--- config.mk ---
export PLATFORM = sky130hd
export DESIGN_NAME = aes_round_ctrl
export DESIGN_NICKNAME = d
export VERILOG_FILES = /design/src/rtl/aes_pkg.sv /design/src/rtl/aes_round_cnt.sv /design/src/rtl/aes_round_ctrl.sv
export SDC_FILE = /design/constraint.sdc
export NUM_CORES = 1
export LEC_CHECK = 0
export CAP_MARGIN = 20
export CORE_AREA = 4 4 255 257
export CTS_BUF_LIST = sky130_fd_sc_hd__clkbuf_4
export CTS_CLUSTER_SIZE = 16
export DETAILED_ROUTE_END_ITERATION = 7
export DIE_AREA = 0 0 259 261
export SETUP_SLACK_MARGIN = 0.15
export SLEW_MARGIN = 25
export SYNTH_ARGS = -nofsm -noshare
export SYNTH_HDL_FRONTEND = slang
export SYNTH_SLANG_ARGS = --single-unit
export TNS_END_PERCENT = 5
--- constraint.sdc ---
create_clock -name clk -period 1.9 [get_ports clk]
set_input_delay 0.57 -clock clk [delete_from_list [all_inputs] [get_ports clk]]
set_output_delay 0.57 -clock clk [all_outputs]
set_load 0.02 [all_outputs]
--- src/rtl/aes_pkg.sv ---
// rtl/aes_pkg.sv - shared widths and sequencer state type for the AES round controller
package aes_pkg;
    localparam int BLK_W  = 128;
    localparam int KIDX_W = 4;

    typedef enum logic [1:0] {IDLE, WHITEN, ROUND, DONE} aesState_t;
endpackage

--- src/rtl/aes_round_cnt.sv ---
// rtl/aes_round_cnt.sv - round and datapath-latency counters; derives keyIdx, rndLast, roundDone
module aes_round_cnt
    import aes_pkg::*;
#(
    parameter int NR        = 10,
    parameter int ROUND_LAT = 1
) (
    input  logic              clk,
    input  logic              rst_n,
    input  logic              clear,
    input  logic              start,
    input  logic              inWhiten,
    input  logic              inRound,
    input  logic              dirInv,
    output logic              roundDone,
    output logic              rndLast,
    output logic [KIDX_W-1:0] keyIdx
);
    localparam logic [KIDX_W-1:0] NR_K   = KIDX_W'(NR);
    localparam logic [2:0]        LAT_TC = 3'(ROUND_LAT - 1);

    logic [KIDX_W-1:0] rnd;
    logic [2:0]        latCnt;

    assign roundDone = inRound && (latCnt == LAT_TC);
    assign rndLast   = inRound && (rnd == NR_K);

    // Decrypt walks the schedule backwards, whitening with the last key.
    always_comb begin
        keyIdx = '0;
        if (inWhiten) begin
            keyIdx = dirInv ? NR_K : '0;
        end else if (inRound) begin
            keyIdx = dirInv ? NR_K - rnd : rnd;
        end
    end

    always_ff @(posedge clk or negedge rst_n) begin
        if (!rst_n) begin
            rnd    <= '0;
            latCnt <= '0;
        end else if (clear) begin
            rnd    <= '0;
            latCnt <= '0;
        end else if (start) begin
            rnd    <= KIDX_W'(1);
            latCnt <= '0;
        end else if (roundDone) begin
            latCnt <= '0;
            rnd    <= (rnd == NR_K) ? '0 : rnd + 1'b1;
        end else if (inRound) begin
            latCnt <= latCnt + 1'b1;
        end
    end
endmodule

--- src/rtl/aes_round_ctrl.sv ---
// rtl/aes_round_ctrl.sv - iterative AES round sequencer; optional abort input under AES_ROUND_CTRL_ABORT_EN
module aes_round_ctrl
    import aes_pkg::*;
#(
    parameter int NR        = 10,
    parameter int ROUND_LAT = 1
) (
    input  logic              clk,
    input  logic              rst_n,
`ifdef AES_ROUND_CTRL_ABORT_EN
    input  logic              abort,
`endif
    input  logic              inValid,
    output logic              inReady,
    input  logic              inv,
    input  logic [BLK_W-1:0]  dataIn,
    output logic              outValid,
    input  logic              outReady,
    output logic [BLK_W-1:0]  dataOut,
    output logic [KIDX_W-1:0] keyIdx,
    input  logic [BLK_W-1:0]  roundKey,
    output logic [BLK_W-1:0]  rndIn,
    output logic              rndInv,
    output logic              rndLast,
    input  logic [BLK_W-1:0]  rndOut
);
    aesState_t        fsm;
    logic [BLK_W-1:0] state;
    logic             abortReq;
    logic             accept;
    logic             roundDone;

`ifdef AES_ROUND_CTRL_ABORT_EN
    assign abortReq = abort;
`else
    assign abortReq = 1'b0;
`endif

    assign accept  = (fsm == IDLE) && inValid && inReady && !abortReq;
    assign rndIn   = state;
    assign dataOut = state;

    aes_round_cnt #(
        .NR        (NR),
        .ROUND_LAT (ROUND_LAT)
    ) uCnt (
        .clk       (clk),
        .rst_n     (rst_n),
        .clear     (abortReq),
        .start     (accept),
        .inWhiten  (fsm == WHITEN),
        .inRound   (fsm == ROUND),
        .dirInv    (rndInv),
        .roundDone (roundDone),
        .rndLast   (rndLast),
        .keyIdx    (keyIdx)
    );

    // outValid trails entry into DONE by one cycle so the result is registered before it is offered.
    always_ff @(posedge clk or negedge rst_n) begin
        if (!rst_n) begin
            fsm      <= IDLE;
            state    <= '0;
            rndInv   <= 1'b0;
            inReady  <= 1'b1;
            outValid <= 1'b0;
        end else if (abortReq) begin
            fsm      <= IDLE;
            state    <= '0;
            rndInv   <= 1'b0;
            inReady  <= 1'b1;
            outValid <= 1'b0;
        end else begin
            case (fsm)
                IDLE: begin
                    if (accept) begin
                        state   <= dataIn;
                        rndInv  <= inv;
                        inReady <= 1'b0;
                        fsm     <= WHITEN;
                    end
                end
                WHITEN: begin
                    state <= state ^ roundKey;
                    fsm   <= ROUND;
                end
                ROUND: begin
                    if (roundDone) begin
                        state <= rndOut;
                        if (rndLast) begin
                            fsm <= DONE;
                        end
                    end
                end
                DONE: begin
                    if (outValid && outReady) begin
                        outValid <= 1'b0;
                        inReady  <= 1'b1;
                        fsm      <= IDLE;
                    end else begin
                        outValid <= 1'b1;
                    end
                end
                default: fsm <= IDLE;
            endcase
        end
    end
endmodule
# == After elaboration in Yosys (flattened, before gate mapping) ==
# Cells that the tools add are included.
# totals
word_cells,56
input_bits,389
mem_count,0
mem_bits_ro,0
ff_bits,140
latch_bits,0
ramBits,0
output_inout_bits,264
# classes
bitwise,1
add_sub_neg,3
n_mul,0
reduce_logical,15
n_shift,0
magnitude_cmp,0
mux,22
div_mod_pow,0
eq_ne,8
# op_table
operator,count
case mux 128 bit (3 select lines),1
two-way mux 128 bit,2
XOR 128 bit,1
two-way mux 4 bit,7
two-way mux 3 bit,3
two-way mux 2 bit,4
!= test 2 bit (second input constant),4
case mux 2 bit (4 select lines),1
AND reduction 3 bit,2
nonzero test 3 bit,2
logical AND 1 bit,5
adder 4 x 1 -> 4 bit (second input constant),1
== test 2 bit (second input constant),2
== test 4 bit (second input constant),1
AND reduction 4 bit,1
nonzero test 2 bit,2
subtractor 4 bit (first input constant),1
adder 3 x 1 -> 3 bit (second input constant),1
logical NOT 3 bit,1
two-way mux 1 bit,3
== test 2 x 1 -> 1 bit (second input constant),1
logical NOT 2 bit,1
case mux 1 bit (2 select lines),1
AND reduction 2 bit,1

# == Logic depth before layout (Yosys ltp) ==
# Gate-level depths: netlist of the first run.
# depth
ltp_word,5
ltp_mapped,9
ltp_nobuf,6

# == Hierarchy ==
# From an unflattened synthesis of the first run, not the netlist that was laid out.
# unflattened
cells_unflattened,1097
area_unflattened_um2,10186.0
# by_module_without_submodules
module,area_per_inst_um2,cells_per_inst,seq_area_each_um2,n_inst
aes_round_ctrl,9651.8,1039,3329.4,1
aes_round_cnt,534.3,58,175.2,1

# == Least setup slack after synthesis of the first run ==
# No wires, ideal clock.
# synth_timing
path_type,register to output
start,register fsm[1]
end,output port keyIdx[1]
arrival_ns,1.553
path_stages_with_launch,8
required_time_ns,1.330
n_path_buf,2
setup_slack_ns,-0.223
path_cell_list,dfrtp_1 > inv_1 > ha_1 > buf_2 > buf_2 > nor2_1 > a22oi_1 > o21ai_0
# synth_between
elab_chain_cells,3
elab_cells_between_ends,4
cone_classes,eq/ne: 2; mux: 2
# synth_rtl
item,line,text
from (decl),aes_round_ctrl.sv:27,aesState_t fsm;
from (signal assigned),aes_round_ctrl.sv:62,fsm <= IDLE;
from (signal assigned),aes_round_ctrl.sv:68,fsm <= IDLE;
from (signal assigned),aes_round_ctrl.sv:80,fsm <= WHITEN;
== test 2 bit,aes_round_ctrl.sv:52,".inRound (fsm == ROUND),"
two-way mux 4 bit,aes_round_cnt.sv:33,end else if (inRound) begin
two-way mux 4 bit (*),aes_round_cnt.sv:31,if (inWhiten) begin
to (decl),aes_round_ctrl.sv:20,"output logic [KIDX_W-1:0] keyIdx,"
# Every way passes the cells marked *; elsewhere a longest branch is shown, timed or not.

# == Final worst setup path of the first run ==
# layout_timing
start,register fsm[0]
end,output port keyIdx[3]
# Same word-level chain as after synthesis.

==> flow_results.xml, run 1 <==
<?xml version="1.0" encoding="UTF-8"?>
<metrics>
  <group name="final_layout">
    <metric name="layout.cells.non_filler" unit="">2744</metric>
    <metric name="number_of_nets_in_the_final_layout" unit="">2280</metric>
    <metric name="fill_cell_total_of_the_finished_layout" unit="">6822</metric>
    <metric name="area_delta_synth_final" unit="%">72.3</metric>
    <metric name="layout-drive-gt1-share" unit="%">24.2</metric>
  </group>
  <group name="timing">
    <metric name="fin_tns_setup" unit="ns">-10.04</metric>
    <metric name="setup_repair_after_global_routing_missed_its_margin" unit="">yes</metric>
    <metric name="fin_crit" unit="ns">2.42</metric>
    <metric name="report.final.slew_viol_count" unit="">0</metric>
    <metric name="timing.hold.ws" unit="ns">0.327</metric>
    <metric name="setup_viol" unit="">145</metric>
    <metric name="fin_worst_skew" unit="ns">0.0310</metric>
    <metric name="post-route-worst-setup-slack" unit="ns">-0.517</metric>
    <metric name="finalHoldViolations" unit="">0</metric>
    <metric name="layout_worst_path_cycle_share" unit="%">127</metric>
    <metric name="slew-limit-headroom" unit="%">68.2</metric>
    <metric name="maximum_operating_frequency" unit="GHz">0.414</metric>
    <metric name="worst-slew-pin-transition" unit="ns">0.478</metric>
  </group>
  <group name="worst_setup_path">
    <metric name="cp_data_required_time" unit="ns">1.33</metric>
    <metric name="timing.setup.critical_path_class" unit="">flop to output pin</metric>
    <metric name="start_kind" unit="">flop</metric>
    <metric name="rrSetupSlack" unit="ns">-0.13</metric>
    <metric name="timing.reg2reg.worst_path_depth" unit="">8</metric>
    <metric name="worst_setup_path_end_kind" unit="">output pin</metric>
    <metric name="crit-reg2reg-capture" unit="">dataOut[93]</metric>
    <metric name="cp-startpoint" unit="">fsm[0]</metric>
    <metric name="timing.critical_path.buf_inv" unit="">1</metric>
    <metric name="critical_path.reg2reg.startpoint" unit="">fsm[0]</metric>
    <metric name="cp_slowest_cell" unit="">dfrtp_1</metric>
    <metric name="cp_data_arrival_time" unit="ns">1.85</metric>
    <metric name="path_delay_family" unit="">flip-flops</metric>
    <metric name="timing.critical_path.fanout_max" unit="">5</metric>
    <metric name="path_cells" unit="">ha_4, nand2b_4, mux2i_1, a22o_1, buf_6</metric>
    <metric name="cpPeakStageDelay" unit="ns">0.45</metric>
  </group>
  <group name="drt">
    <metric name="routed_wl_per_cell" unit="um">17.9</metric>
    <metric name="vias" unit="">11800</metric>
    <metric name="drt_iter0_drc" unit="">673</metric>
    <metric name="drt_first_pass_iters" unit="">5</metric>
    <metric name="route.final.wire_length" unit="um">49000</metric>
    <metric name="final_antenna_net_count" unit="">0</metric>
    <metric name="detail_route.vias_per_cell" unit="">4.31</metric>
    <metric name="drt_drc_violations_left" unit="">0</metric>
  </group>
  <group name="job">
    <metric name="cap_viol_max_count" unit="">0</metric>
  </group>
  <group name="worst_hold_path">
    <metric name="hold_path_class" unit="">primary input to asynchronous set/reset pin</metric>
  </group>
  <group name="synthesis">
    <metric name="synth.top_cells.by_area" unit="">dfrtp_1, o21ai_0, buf_4</metric>
    <metric name="synth_flop_cell" unit="">dfrtp_1</metric>
    <metric name="synth_top_area_cell" unit="">dfrtp_1</metric>
    <metric name="summed_instance_area_of_the_synthesized_netlist" unit="um^2">9780</metric>
    <metric name="synthesis.yosys.warnings" unit="">0</metric>
    <metric name="synth_largest_type_area_fraction" unit="%">35.6</metric>
    <metric name="fraction_of_registers_with_async_set_or_reset_after_synthesis" unit="%">100</metric>
    <metric name="synth_edf_count" unit="">0</metric>
    <metric name="syn-num-nets" unit="">1735</metric>
    <metric name="synth-seq-cells" unit="">140</metric>
    <metric name="most_used_standard_cells_in_the_synthesized_netlist" unit="">o21ai_0, nand2_1, buf_4</metric>
    <metric name="synthesis.instances" unit="">1338</metric>
    <metric name="mean_post_synth_cell_area" unit="um^2">7.31</metric>
    <metric name="synthMostInstantiatedCell" unit="">o21ai_0</metric>
    <metric name="ys_types" unit="">39</metric>
    <metric name="sequential_area_share_after_synthesis" unit="%">35.8</metric>
  </group>
  <group name="grt">
    <metric name="grt_overflow_total" unit="">0</metric>
    <metric name="grt_pass1_wl" unit="um">71800</metric>
    <metric name="grt_pass1_vias" unit="">12000</metric>
    <metric name="grt_resource_usage_total" unit="%">13.7</metric>
    <metric name="grt_antenna_before_repair" unit="">8</metric>
    <metric name="grt_max_degree" unit="">97</metric>
  </group>
  <group name="die">
    <metric name="core" unit="um^2">62700</metric>
    <metric name="total_die_area" unit="um^2">67600</metric>
    <metric name="die_x" unit="um">259</metric>
    <metric name="floorplan.initialDensity" unit="%">15.6</metric>
    <metric name="die-height" unit="um">261</metric>
    <metric name="design.portCount" unit="">653</metric>
    <metric name="fp-row-count" unit="">92</metric>
  </group>
  <group name="outcome">
    <metric name="failed_checks" unit="">negative setup slack</metric>
    <metric name="status" unit="">finished with violations</metric>
  </group>
  <group name="power">
    <metric name="power_leakage" unit="nW">6.70</metric>
    <metric name="vdd_drop_max" unit="mV">0.941</metric>
    <metric name="powerDensity" unit="nW/um^2">1900</metric>
  </group>
  <group name="clock_network">
    <metric name="clk_transition_reported_paths" unit="ns">0.15</metric>
    <metric name="cts.htree.levels" unit="">4</metric>
    <metric name="sinks_on_clock_net" unit="">140</metric>
    <metric name="clock_insertion_delay_worst_skew" unit="ns">0.66</metric>
    <metric name="tritoncts" unit="">done</metric>
    <metric name="cts.root.buffer_cell" unit="">clkbuf_4</metric>
    <metric name="cts_inserted_buffers" unit="">17</metric>
    <metric name="clock_tree.buffer_depth" unit="">2</metric>
  </group>
  <group name="place">
    <metric name="post_place_worst_slack" unit="ns">-0.324</metric>
    <metric name="routability_driven_placement_congestion_ratio" unit="">0.873</metric>
    <metric name="dp.cells" unit="">2693</metric>
    <metric name="port_buffers" unit="">652</metric>
    <metric name="detailed_place_hpwl" unit="um">37600</metric>
  </group>
</metrics>
[timing repair]
item / CTS / global route
setup buffers: 9 / 7
setup endpoints to repair: 393 / 394
pin swaps: 4 / 4
hold buffers: 1 / 0
endpoints found under the hold margin: 85 / 0
gates resized for setup: 898 / 409
cloned: 0 / 0
[layout make-up]
type	count	area, um^2	share of cell area [%]
Tap cell	846	1060	6.28
Antenna cell	2	5.00	0.0297
Multi-Input combinational cell	960	4890	29.0
Timing Repair Buffer	756	6950	41.2
Sequential cell	140	3550	21.1
Clock inverter	12	219	1.30
Inverter	8	35.0	0.208
Clock buffer	20	150	0.891
[logic make-up after synthesis]
logic type               count (synthesis)  share of synthesized area [%]
XOR/XNOR                                 1                         0.0895
AND/OR/NAND/NOR                        415                           16.4
buffers and inverters                  238                           15.4
adder cells (fa/ha/maj)                  8                           1.02
flip-flops                             140                           35.8
multiplexers                             4                          0.435
AO/OA/AOI/OAI                          532                           30.9
[report_power, final]
group | internal, mW | switching [mW] | leakage [nW]
Combinational | 9.64 | 13.2 | 4.84
Clock | 1.35 | 1.31 | 0.196
Sequential | 4.72 | 1.88 | 1.66
Total | 15.7 | 16.4 | 6.70
[flip-flops by register name (all words and copies together) (netlist names)]
| name | count |
|---|---|
| rndInv | 1 |
| fsm | 2 |
| uCnt.rnd | 4 |
| inReady | 1 |
| outValid | 1 |
| uCnt.latCnt | 3 |
| dataOut | 128 |
[cell usage in the layout (no fill, tap or decap), types with 6 or more instances in the layout]
cell type          n
nor2_1           138
a21oi_1            6
o21ai_0          291
o211ai_1         127
buf_6             86
dfrtp_1          100
bufinv_16          6
clkdlybuf4s50_1  387
buf_4            125
buf_2            132
o21ai_1           96
dfrtp_2           39
buf_12            17
nand2_1          259
clkbuf_4          20
[stage by stage]
step,cell area [um^2],util (%),total power [mW]
finish,16900,26.9,32.1
global route,16900,26.9,34.8
CTS,16600,26.5,31.8
detailed placement,16900,26.9,30.2
global placement,16900,26.9,29.8
floorplan,9820,-,20.4
[worst reg2reg max path: stages (launching register included)]
cell and delay [ns]:
dfrtp_1 0.45, ha_4 0.20, buf_4 0.15, buf_12 0.20, nand2_4 0.13, buf_16 0.37, nor2_1 0.13, o21ai_0 0.19
o21ai_0 0.11
[layer usage]
metal  track usage [%]  part of all wire (%)
met1              15.6                    39
met2              24.8                    50
met3              4.13                   8.3
met4              4.42                   2.4
met5                 0                 0.055
[how the worst max path moves through the flow]
stage | endpoint | slack (ns) | cells after the start
after floorplan | keyIdx[3] | 0.02 | 7
after global placement | keyIdx[3] | -0.30 | 5
after detailed placement | keyIdx[3] | -0.32 | 5
after CTS | keyIdx[3] | -0.71 | 5
after global routing | keyIdx[3] | -0.71 | 5
final | keyIdx[3] | -0.52 | 5
No activity file was read; power rests on OpenSTA's default activity.
==> run 2, diff against run 1 <==
--- a/config.mk
+++ b/config.mk
@@ -8,7 +8,7 @@
 export CAP_MARGIN = 20
 export CORE_AREA = 4 4 255 257
 export CTS_BUF_LIST = sky130_fd_sc_hd__clkbuf_4
-export CTS_CLUSTER_SIZE = 16
+export CTS_CLUSTER_SIZE = 8
 export DETAILED_ROUTE_END_ITERATION = 7
 export DIE_AREA = 0 0 259 261
 export SETUP_SLACK_MARGIN = 0.15
==> results of run 2 <==
Same layout as run 1: the final DEF is identical, and so are final timing and power.
==> run 3, diff against run 2 <==
--- a/config.mk
+++ b/config.mk
@@ -6,11 +6,11 @@
 export NUM_CORES = 1
 export LEC_CHECK = 0
 export CAP_MARGIN = 20
-export CORE_AREA = 4 4 255 257
+export CORE_AREA = 2 2 253 255
 export CTS_BUF_LIST = sky130_fd_sc_hd__clkbuf_4
 export CTS_CLUSTER_SIZE = 8
 export DETAILED_ROUTE_END_ITERATION = 7
-export DIE_AREA = 0 0 259 261
+export DIE_AREA = 0 0 255 257
 export SETUP_SLACK_MARGIN = 0.15
 export SLEW_MARGIN = 25
 export SYNTH_ARGS = -nofsm -noshare
==> flow_results.xml, run 3 (synthesis results as in run 1) <==
<?xml version="1.0" encoding="UTF-8"?>
<metrics>
  <group name="timing">
    <metric name="setup_repair_after_global_routing_missed_its_margin" unit="">yes</metric>
    <metric name="post-route-worst-setup-slack" unit="ns">-0.619</metric>
    <metric name="worst-slew-pin-transition" unit="ns">0.465</metric>
    <metric name="fin_tns_setup" unit="ns">-8.97</metric>
    <metric name="fin_crit" unit="ns">2.52</metric>
    <metric name="report.final.slew_viol_count" unit="">0</metric>
    <metric name="layout_worst_path_cycle_share" unit="%">133</metric>
    <metric name="finalHoldViolations" unit="">0</metric>
    <metric name="timing.hold.ws" unit="ns">0.320</metric>
    <metric name="setup_viol" unit="">139</metric>
    <metric name="slew-limit-headroom" unit="%">69.0</metric>
    <metric name="fin_worst_skew" unit="ns">0.0221</metric>
    <metric name="maximum_operating_frequency" unit="GHz">0.397</metric>
  </group>
  <group name="worst_hold_path">
    <metric name="hold_path_class" unit="">primary input to asynchronous set/reset pin</metric>
  </group>
  <group name="drt">
    <metric name="drt_first_pass_iters" unit="">6</metric>
    <metric name="detail_route.vias_per_cell" unit="">4.27</metric>
    <metric name="routed_wl_per_cell" unit="um">17.8</metric>
    <metric name="drt_iter0_drc" unit="">642</metric>
    <metric name="route.final.wire_length" unit="um">48400</metric>
    <metric name="vias" unit="">11600</metric>
    <metric name="final_antenna_net_count" unit="">0</metric>
    <metric name="drt_drc_violations_left" unit="">0</metric>
  </group>
  <group name="die">
    <metric name="total_die_area" unit="um^2">65500</metric>
    <metric name="die-height" unit="um">257</metric>
    <metric name="floorplan.initialDensity" unit="%">15.6</metric>
    <metric name="fp-row-count" unit="">92</metric>
    <metric name="core" unit="um^2">62700</metric>
    <metric name="design.portCount" unit="">653</metric>
    <metric name="die_x" unit="um">255</metric>
  </group>
  <group name="final_layout">
    <metric name="number_of_nets_in_the_final_layout" unit="">2259</metric>
    <metric name="largest_register_ffs" unit="">128</metric>
    <metric name="fill_cell_total_of_the_finished_layout" unit="">6812</metric>
    <metric name="layout.cells.most_common_list" unit="">clkdlybuf4s50_1, o21ai_0, nand2_1</metric>
    <metric name="layout-drive-gt1-share" unit="%">23.9</metric>
    <metric name="final_common_cell" unit="">clkdlybuf4s50_1</metric>
    <metric name="area_delta_synth_final" unit="%">69.6</metric>
    <metric name="finish.utilization" unit="%">26.4</metric>
  </group>
  <group name="clock_network">
    <metric name="cts.htree.levels" unit="">4</metric>
    <metric name="tritoncts" unit="">done</metric>
    <metric name="clock_insertion_delay_worst_skew" unit="ns">0.69</metric>
    <metric name="sinks_on_clock_net" unit="">140</metric>
    <metric name="clk_transition_reported_paths" unit="ns">0.15</metric>
    <metric name="cts.root.buffer_cell" unit="">clkbuf_4</metric>
    <metric name="clock_tree.buffer_depth" unit="">2</metric>
    <metric name="cts_inserted_buffers" unit="">17</metric>
  </group>
  <group name="outcome">
    <metric name="failed_checks" unit="">negative setup slack</metric>
    <metric name="status" unit="">finished with violations</metric>
  </group>
  <group name="grt">
    <metric name="grt_pass1_wl" unit="um">70700</metric>
    <metric name="grt_antenna_before_repair" unit="">5</metric>
    <metric name="grt_max_degree" unit="">81</metric>
    <metric name="grt_pass1_vias" unit="">11700</metric>
    <metric name="grt_overflow_total" unit="">0</metric>
    <metric name="grt_resource_usage_total" unit="%">14.3</metric>
  </group>
  <group name="power">
    <metric name="power_frac_clock" unit="%">7.9</metric>
    <metric name="powerDensity" unit="nW/um^2">1880</metric>
    <metric name="post-layout-total-power" unit="mW">31.2</metric>
    <metric name="internal_power" unit="mW">14.9</metric>
    <metric name="p_sw_share" unit="%">52.2</metric>
    <metric name="vdd_drop_max" unit="mV">0.843</metric>
    <metric name="power.share.combinational" unit="%">70.7</metric>
    <metric name="seqPwrFrac" unit="%">21.4</metric>
    <metric name="switching_power" unit="mW">16.3</metric>
    <metric name="power_leakage" unit="nW">6.55</metric>
  </group>
  <group name="worst_setup_path">
    <metric name="start_kind" unit="">flop</metric>
    <metric name="timing.reg2reg.worst_path_depth" unit="">10</metric>
    <metric name="cp_data_required_time" unit="ns">1.33</metric>
    <metric name="timing.critical_path.fanout_max" unit="">3</metric>
    <metric name="cp_data_arrival_time" unit="ns">1.95</metric>
    <metric name="timing.setup.critical_path_class" unit="">flop to output pin</metric>
    <metric name="worst_setup_path_end_kind" unit="">output pin</metric>
  </group>
  <group name="place">
    <metric name="port_buffers" unit="">652</metric>
    <metric name="detailed_place_hpwl" unit="um">36900</metric>
    <metric name="post_place_worst_slack" unit="ns">-0.355</metric>
    <metric name="routability_driven_placement_congestion_ratio" unit="">0.836</metric>
  </group>
  <group name="job">
    <metric name="cap_viol_max_count" unit="">0</metric>
  </group>
</metrics>
==> run 3: metal layers <==
metal  up-vias  routed length [um]  track usage (%)  part of all wire, %
met3        41                3310             3.48                  6.8
met5         -                   0                0                    0
met1      5538               19300             16.1                   40
li1       5559                   -                -                    -
met4         0                 900             4.48                  1.9
met2       510               24900             26.1                   51
==> run 3: what timing repair did <==
action,4_1_cts,5_1_grt
cloned,0,0
resized for setup,887,462
pin swaps,4,5
setup buffers,15,6
hold buffers,1,0
hold endpoints to repair,77,0
endpoints found under the setup margin,397,400
==> run 3: layout make-up <==
class	count	area [um^2]	share of cell area, %
Antenna cell	4	10.0	0.0603
Clock buffer	19	143	0.860
Clock inverter	13	188	1.13
Inverter	8	30.0	0.181
Multi-Input combinational cell	960	4880	29.4
Sequential cell	140	3570	21.5
Tap cell	846	1060	6.38
Timing Repair Buffer	735	6720	40.5
==> run 3: path summary, 6_finish.rpt <==
kind,start,endpoint,slack [ns]
worst max-delay path,uCnt.rnd[0],keyIdx[3],-0.62
worst min-delay path,rst_n,uCnt.rnd[0],0.32
worst max register to register,fsm[0],dataOut[117],-0.11
worst min register to register,dataOut[41],dataOut[41],0.56
max in group asynchronous,rst_n,inReady,0.94
min in group clk,inv,rndInv,0.48
==> run 3: worst max-delay path, stage by stage, from the launching register on <==
cell      delay [ns]
dfrtp_1         0.44
buf_6           0.13
nand2_2         0.06
nand3b_1        0.12
mux2i_1         0.21
a22o_1          0.18
buf_6           0.12
==> run 3: per-stage QoR <==
stage	instance area, um^2	cells
after global routing	16600	2724
after floorplan	9820	1338
after CTS	16300	2715
after detailed placement	16600	2667
final	16600	2725
after global placement	16600	2667
==> run 3: power by group through the flow <==
stage | logic, mW | clock network, mW | registers, mW
global placement | 22.4 | 0 | 6.48
finish | 22.0 | 2.46 | 6.69
global route | 24.2 | 2.77 | 6.93
floorplan | 12.8 | 0 | 7.61
CTS | 21.6 | 2.67 | 6.50
detailed placement | 22.8 | 0 | 6.55
